<file path="src/rtl/c4_pkg.sv">
// rtl/c4_pkg.sv - shared constants, state encoding and cell indexing for the Connect Four controller
package c4_pkg;

    localparam int COLS    = 7;
    localparam int ROWS    = 6;
    localparam int BOARD_W = COLS * ROWS;

    typedef enum logic [1:0] {
        IDLE  = 2'd0,
        PLACE = 2'd1,
        CHECK = 2'd2,
        OVER  = 2'd3
    } state_t;

    localparam logic PLAYER0 = 1'b0;
    localparam logic PLAYER1 = 1'b1;

    // Column-major layout: bit 0 is column 0 bottom, bit 41 is column 6 top.
    function automatic logic [5:0] cell_idx(input logic [2:0] loc, input logic [2:0] ht);
        return 6'(loc) * 6'(ROWS) + 6'(ht);
    endfunction

endpackage

</file>
<file path="src/rtl/c4_col_heights.sv">
// rtl/c4_col_heights.sv - seven per-column fill counters with lookup of the selected column
module c4_col_heights
    import c4_pkg::*;
(
    input  logic       i_clk,
    input  logic       i_resetn,
    input  logic       i_clear,
    input  logic       i_inc,
    input  logic [2:0] i_col,
    output logic [2:0] o_height,
    output logic       o_full
);

    logic [2:0] r_h [COLS];
    logic       w_valid;

    assign w_valid  = i_col < 3'(COLS);
    assign o_height = w_valid ? r_h[i_col] : 3'd0;
    assign o_full   = w_valid && (o_height == 3'(ROWS));

    always_ff @(posedge i_clk or negedge i_resetn) begin
        if (!i_resetn) begin
            for (int i = 0; i < COLS; i++) r_h[i] <= 3'd0;
        end else if (i_clear) begin
            for (int i = 0; i < COLS; i++) r_h[i] <= 3'd0;
        end else if (i_inc && w_valid && !o_full) begin
            r_h[i_col] <= r_h[i_col] + 3'd1;
        end
    end

endmodule

</file>
<file path="src/rtl/c4_game_ctrl.sv">
// rtl/c4_game_ctrl.sv - Connect Four move sequencer: board registers, turn order, win/draw/illegal detection
module c4_game_ctrl
    import c4_pkg::*;
(
    input  logic               clk,
    input  logic               resetn,
    input  logic               new_game,
    input  logic               move_valid,
    input  logic [2:0]         move_col,
    output logic               move_ready,
    output logic               move_done,
    output logic               move_err,
    output logic [2:0]         location,
    output logic [2:0]         height,
    output logic               player,
    output logic [BOARD_W-1:0] player_register,
    output logic [BOARD_W-1:0] onoff_register,
    input  logic               wongame,
    output logic               game_over,
    output logic               winner,
    output logic               draw
);

    state_t             r_state;
    logic               r_player;
    logic [2:0]         r_loc;
    logic [2:0]         r_ht;
    logic [BOARD_W-1:0] r_own;
    logic [BOARD_W-1:0] r_occ;
    logic [5:0]         r_count;
    logic               r_over;
    logic               r_winner;
    logic               r_draw;
    logic               r_done;
    logic               r_err;

    logic [2:0] w_col;
    logic [2:0] w_height;
    logic       w_full;
    logic       w_inc;
    logic       w_illegal;
    logic [5:0] w_idx;

    // During PLACE the counters are addressed by the latched column, otherwise by the request.
    assign w_col     = (r_state == PLACE) ? r_loc : move_col;
    assign w_inc     = (r_state == PLACE) && !new_game;
    assign w_illegal = (move_col >= 3'(COLS)) || w_full;
    assign w_idx     = cell_idx(r_loc, r_ht);

    c4_col_heights u_col_heights (
        .i_clk    (clk),
        .i_resetn (resetn),
        .i_clear  (new_game),
        .i_inc    (w_inc),
        .i_col    (w_col),
        .o_height (w_height),
        .o_full   (w_full)
    );

    always_ff @(posedge clk or negedge resetn) begin
        if (!resetn) begin
            r_state  <= IDLE;
            r_player <= PLAYER0;
            r_loc    <= 3'd0;
            r_ht     <= 3'd0;
            r_own    <= '0;
            r_occ    <= '0;
            r_count  <= 6'd0;
            r_over   <= 1'b0;
            r_winner <= 1'b0;
            r_draw   <= 1'b0;
            r_done   <= 1'b0;
            r_err    <= 1'b0;
        end else if (new_game) begin
            r_state  <= IDLE;
            r_player <= PLAYER0;
            r_loc    <= 3'd0;
            r_ht     <= 3'd0;
            r_own    <= '0;
            r_occ    <= '0;
            r_count  <= 6'd0;
            r_over   <= 1'b0;
            r_winner <= 1'b0;
            r_draw   <= 1'b0;
            r_done   <= 1'b0;
            r_err    <= 1'b0;
        end else begin
            r_done <= 1'b0;
            r_err  <= 1'b0;
            case (r_state)
                IDLE: begin
                    if (move_valid) begin
                        if (w_illegal) begin
                            r_err <= 1'b1;
                        end else begin
                            r_loc   <= move_col;
                            r_ht    <= w_height;
                            r_state <= PLACE;
                        end
                    end
                end
                PLACE: begin
                    r_occ[w_idx] <= 1'b1;
                    r_own[w_idx] <= r_player;
                    r_count      <= r_count + 6'd1;
                    r_state      <= CHECK;
                end
                CHECK: begin
                    // A win on the final cell is reported as a win, not a draw.
                    if (wongame) begin
                        r_winner <= r_player;
                        r_over   <= 1'b1;
                        r_state  <= OVER;
                    end else if (r_count == 6'(BOARD_W)) begin
                        r_draw  <= 1'b1;
                        r_over  <= 1'b1;
                        r_state <= OVER;
                    end else begin
                        r_player <= (r_player == PLAYER0) ? PLAYER1 : PLAYER0;
                        r_done   <= 1'b1;
                        r_state  <= IDLE;
                    end
                end
                default: r_state <= OVER;
            endcase
        end
    end

    assign move_ready      = (r_state == IDLE);
    assign move_done       = r_done;
    assign move_err        = r_err;
    assign location        = r_loc;
    assign height          = r_ht;
    assign player          = r_player;
    assign player_register = r_own;
    assign onoff_register  = r_occ;
    assign game_over       = r_over;
    assign winner          = r_winner;
    assign draw            = r_draw;

endmodule

</file>
<file path="config.mk">
export PLATFORM = sky130hd
export DESIGN_NAME = c4_game_ctrl
export DESIGN_NICKNAME = d
export VERILOG_FILES = /design/src/rtl/c4_pkg.sv /design/src/rtl/c4_col_heights.sv /design/src/rtl/c4_game_ctrl.sv
export SDC_FILE = /design/constraint.sdc
export NUM_CORES = 1
export LEC_CHECK = 0
export CAP_MARGIN = 40
export CORE_MARGIN = 5
export CORE_UTILIZATION = 30
export CTS_BUF_LIST = sky130_fd_sc_hd__clkbuf_16
export CTS_CLUSTER_SIZE = 14
export DETAILED_ROUTE_END_ITERATION = 6
export HOLD_SLACK_MARGIN = 0.05
export PLACE_DENSITY = 0.5
export SLEW_MARGIN = 20
export SYNTH_ARGS = -nofsm -noshare
export SYNTH_HDL_FRONTEND = slang
export SYNTH_SLANG_ARGS = --single-unit
</file>
<file path="constraint.sdc">
create_clock -name clk -period 7.62 [get_ports clk]
set_input_delay 1.524 -clock clk [delete_from_list [all_inputs] [get_ports clk]]
set_output_delay 1.524 -clock clk [all_outputs]
set_load 0.03 [all_outputs]
</file>
* Word-level counts from Yosys, hierarchy flattened *
Cells that the tools add are included.
Widths: inputs -> output; s select.

operators by class
  $add $sub $neg = 3
  $mul = 1
  $lt $le $gt $ge = 6
  equality and inequality tests = 9
  muxes and demuxes = 56
  bitwise operators = 2
  reductions and logical operators = 24

operators by type and width
  cell                 number
  $mux 42              4
  $bwmux 42            1
  $mux 21              2
  $or 42x42->42        1
  $mux 3               13
  $mux 1               24
  $bwmux 21            1
  $reduce_bool 2->1    7
  $mux 6               2
  $mux 2               5
  $bmux 3 s3           1
  $demux 3 s3          1
  $reduce_and 3->1     3
  $lt 6x7->1 const B   1
  $add 6x1->6 const B  1
  $add 6x3->6          1
  $demux 1 s6          1
  $eq 6x6->1 const B   1
  $ge 6x1->1 const B   1
  $logic_and 1x1->1    6
  $ne 2x2->1 const B   3
  $ne 3x3->1 const B   2
  $pmux 2 s3           1
  $reduce_and 2->1     3
  14 further kinds     15

word-level totals
  bits in registers = 125
  bits of input ports = 8
  logic and storage cells = 120

* Logic depth before layout (Yosys ltp) *
  depth in word-level cells = 14
  gate-level depth with buffers = 12
  depth with buffers taken out = 10

* By module *
From an unflattened synthesis, not the netlist that was laid out.

second synthesis, totals
  cell total of the unflattened synthesis = 610
  area total of the unflattened synthesis = 6179.7 sq um

modules (own cells, without submodules)
  module          instances  cells an instance  area each (sq um)  seq. area each (sq um)
  c4_game_ctrl    1          476                4897.2             2602.5
  c4_col_heights  1          134                1282.5             525.5

* Worst setup path after synthesis *
No wires, ideal clock.

  kind = input port to flip-flop
  start point = input move_col[1]
  end point = register u_col_heights.r_h[19] (netlist name)
  setup time = 0.138 ns
  arrival time = 3.440 ns
  required time = 7.482 ns
  path slack = 4.042 ns
  stages on the path = 10
  cell sequence = clkbuf_1 > nand2_1 > mux2_2 > o22ai_1 > nor4_2 > or4b_4 > buf_6 > buf_6 > a31oi_1 > o22ai_1

on the way
  longest elaborated chain between the ends = 11

ends and longest elaborated chain
  element                                               line                  source
  from (decl)                                           c4_game_ctrl.sv:9     input logic [2:0] move_col,
  $mux 3 *                                              c4_game_ctrl.sv:45    assign w_col = (r_state == PLACE) ? r_loc : move_col;
  branches (longest 10 deep; another with $add 3x1->3)  --
  to (signal, indexed assignment)                       c4_col_heights.sv:27  r_h[i_col] <= r_h[i_col] + 3'd1;
  to (decl)                                             c4_col_heights.sv:14  logic [2:0] r_h [COLS];

Mark *: on every way between the ends. The select of a mux whose other input is x is not followed.
A chain may end at the register's enable or synchronous reset.

* Final worst setup path *
  start point = input move_col[2]
  end point = register u_col_heights.r_h[14] (netlist name)

The elaborated chain is that of the path after synthesis.

==> impl_metrics.tcl <==
set metrics [dict create \
    outcome "completed" \
    rows 52 \
    drv_cap 0 \
    cellLeakagePower_nw 3.49 \
    power_per_cell_area_nw_per_um2 225 \
    antenna-diode-count 0 \
    grt-ovfl-total 0 \
    clkSinkCount 125 \
    clock_pin_slew_reported_for_the_worst_setup_and_hold_paths_after_clock_tree_synthesis_ns 0.06 \
    start_util_pct 30.5 \
    tritoncts "yes" \
    htreeDepth 4 \
    fp.dieArea_um2 23600 \
    critical_path.max_fanout 12 \
    stdcell_count 1044 \
    critPathCapture "u_col_heights.r_h[14]$_DFFE_PN0P_" \
    antenna_found_initial 0 \
    vias_in_the_first_global_route 5325 \
    finalWirelength_mm 18.4 \
    startpoint "move_col[2]" \
    tritoncts_buffers 17 \
    slowest_delay_ns 0.77 \
    slew_headroom_pct 44.2 \
    place_congestion 0.895 \
    worstReg2RegEnd "u_col_heights.r_h[14]$_DFFE_PN0P_" \
    synth-seq-area-share_pct 50.6 \
    worst-endpoint-required_ns 7.97 \
    peakVddDrop_v 0.000150 \
    post_route_cells_drive_above_1_share_pct 8.40 \
    fp.dieW_um 154 \
    critical_path.cell_chain "clkdlybuf4s50_1, inv_1, a32oi_1, o22ai_1, nor4_2, ha_1, xnor2_1, nor3_2, a22o_1" \
    synthesis.area_per_instance_um2 9.23 \
    detailedRoute.firstPassIterationCount 5 \
    wl_per_cell_um 17.6 \
    remaining_drc_errors 0 \
    fin_setup_tns_ns 0 \
    clock.fmax_mhz 234 \
    cts-resized-gates 0 \
    r2r_slack_ns 4.17 \
    grt_usage_pct 15.7 \
    antenna_left 0 \
    layout.cells.most_common_list "dfrtp_1 (125), nor2_1 (106), clkdlybuf4s50_1 (102), nand2_1 (88), a21oi_1 (65)" \
    post-route-util_pct 40.1 \
    route.detailed.vias_per_inst 5.01 \
    fp.dieH_um 154 \
    grt_max_degree 86 \
    postCtsSetupBuffers 0 \
    timing_max_transition_violations_final 0 \
    vias 5230 \
    ioPinCount 105 \
    synthArstFlopShare_pct 100 \
    timing.setup.critical_path_class "in2reg" \
    commonest_non_fill_non_tap_cell_in_the_layout "dfrtp_1" \
    detail_route.iter0.violations 450 \
    worstSetupStartpointType "primary input" \
    fin_crit_sh_pct 56.1 \
    finalWorstPathRequiredPeriod_ns 4.28 \
    setup_violations 0 \
    worstMarginPinSlew_ns 0.831 \
    timing.rr.start "r_state[1]$_DFFE_PN0P_" \
    rsz_0062_raised_after_global_routing "no" \
    synth.lib_cells_used.distinct 61 \
    post_synthesis_cell_area_um2 6190 \
    slowest_stage "clkdlybuf4s50_1" \
    buffer_ports.inserted 104 \
    global_route_wire_length_before_repair_mm 29.7 \
    worst_ep_arrival_time_ns 4.63 \
    post-layout-total-power_mw 1.83 \
    core_um2 20300 \
    hpwlAfterDp_mm 12.6 \
    clock_path_buffers 2 \
    timing_hold_violations_final 0 \
    ys_ff_latch 125 \
    critPathCaptureType "flop" \
    syn_nets 688 \
    worstSkewPairLatency_ns 0.42 \
    fin_hold_ws_ns 0.495 \
    skew_ns 0.0120 \
    post_synth_inst_count 670 \
    cts_hold_buffers 0 \
    synth_enable_flop_cells 0 \
    hold_path.class "reg2reg" \
    syn_to_final_growth_pct 31.5 \
    most_used_dff_post_synth "dfrtp_1" \
    placed_cells_incl_taps 1010 \
    ys_warn_count 0 \
    root_buffer_selected_by_cts "clkbuf_16" \
    nets 779 \
    rr_worst_depth 10 \
]
-- worst min-delay path by stage --
stage | from | to | depth (start not counted)
CTS | onoff_register[27]$_DFFE_PN0P_ | onoff_register[27]$_DFFE_PN0P_ | 2
floorplan | u_col_heights.r_h[0]$_DFFE_PN0P_ | u_col_heights.r_h[0]$_DFFE_PN0P_ | 1
detailed placement | u_col_heights.r_h[0]$_DFFE_PN0P_ | u_col_heights.r_h[0]$_DFFE_PN0P_ | 1
finish | onoff_register[27]$_DFFE_PN0P_ | onoff_register[27]$_DFFE_PN0P_ | 2
global route | u_col_heights.r_h[17]$_DFFE_PN0P_ | u_col_heights.r_h[17]$_DFFE_PN0P_ | 1
global placement | onoff_register[6]$_DFFE_PN0P_ | onoff_register[6]$_DFFE_PN0P_ | 2
-- cell families after synthesis --
group	count (synthesis)	synth area share, %
multiplexers	32	5.30
AND/OR/NAND/NOR	284	21.6
AO/OA/AOI/OAI	145	14.4
XOR/XNOR	9	1.27
buffers and inverters	65	4.65
adder cells (fa/ha/maj)	10	2.27
flip-flops	125	50.6
-- cells in the mapped netlist, types with 3 or more instances --
cell type | count | area share, %
clkbuf_1 | 35 | 2.1
nor3_1 | 14 | 1.1
dfrtp_1 | 125 | 51
o21ai_1 | 6 | 0.49
a211oi_1 | 4 | 0.49
mux2i_1 | 28 | 4.5
a22o_1 | 9 | 1.3
o2bb2ai_1 | 7 | 0.99
o22ai_1 | 4 | 0.40
mux2_2 | 3 | 0.55
nand3_1 | 23 | 1.9
or3_1 | 4 | 0.40
nor2b_1 | 15 | 1.5
xor2_1 | 4 | 0.57
o211ai_1 | 3 | 0.36
a21oi_1 | 65 | 5.3
ha_1 | 8 | 1.6
nand2b_1 | 3 | 0.30
o21ai_0 | 18 | 1.5
xnor2_1 | 5 | 0.71
nand2_1 | 88 | 5.3
nor2_1 | 106 | 6.4
and2_1 | 6 | 0.61
inv_1 | 20 | 1.2
buf_6 | 5 | 0.91
a31oi_1 | 13 | 1.3
-- final cells by class --
type	instances	area (um^2)
Tap cell	270	338
Fill cell	2030	12200
Sequential cell	125	3130
Clock inverter	15	211
Timing Repair Buffer	117	1180
Clock buffer	17	425
Multi-Input combinational cell	480	2780
Inverter	20	75.1
-- layer usage --
metal / wire, um / part of all wire (%) / GRT usage [%]
met4: 202 / 1.1 / 3.66
met3: 1780 / 9.7 / 7.22
met5: 0 / 0 / 0
met2: 8280 / 45 / 24.1
met1: 8130 / 44 / 20.3
-- metrics by stage --
stage | cell area, um^2 | setup WS (ns)
final | 8130 | 3.34
after detailed placement | 7460 | 2.97
after global routing | 8130 | 3.17
after floorplan | 6190 | 4.04
after CTS | 8100 | 3.40
after global placement | 7420 | 3.05
-- worst max-delay path: cells and delay by family --
| family | cells | cell delay (ns) |
|---|---|---|
| buffers and inverters | 2 | 0.98 |
| xor gates and xnor gates | 1 | 0.09 |
| and+or+nand+nor | 2 | 1.10 |
| adders and majority gates | 1 | 0.27 |
| AOI/OAI and AO/OA | 3 | 0.65 |
-- state kept, by name, indices dropped and copies added, names as in the netlist --
| register | cells |
|---|---|
| height | 3 |
| r_state | 2 |
| game_over | 1 |
| move_err | 1 |
| winner | 1 |
| player | 1 |
| r_count | 6 |
| u_col_heights.r_h | 21 |
| move_done | 1 |
| onoff_register | 42 |
| location | 3 |
| player_register | 42 |
| draw | 1 |
-- power by group --
part / internal, mW / switching (mW) / leakage [nW] / total [mW]
Clock: 0.553 / 0.324 / 0.308 / 0.877
Sequential: 0.676 / 0.0196 / 1.74 / 0.695
Combinational: 0.0812 / 0.173 / 1.44 / 0.255
Total: 1.31 / 0.517 / 3.49 / 1.83
No activity file was read; power rests on OpenSTA's default activity.
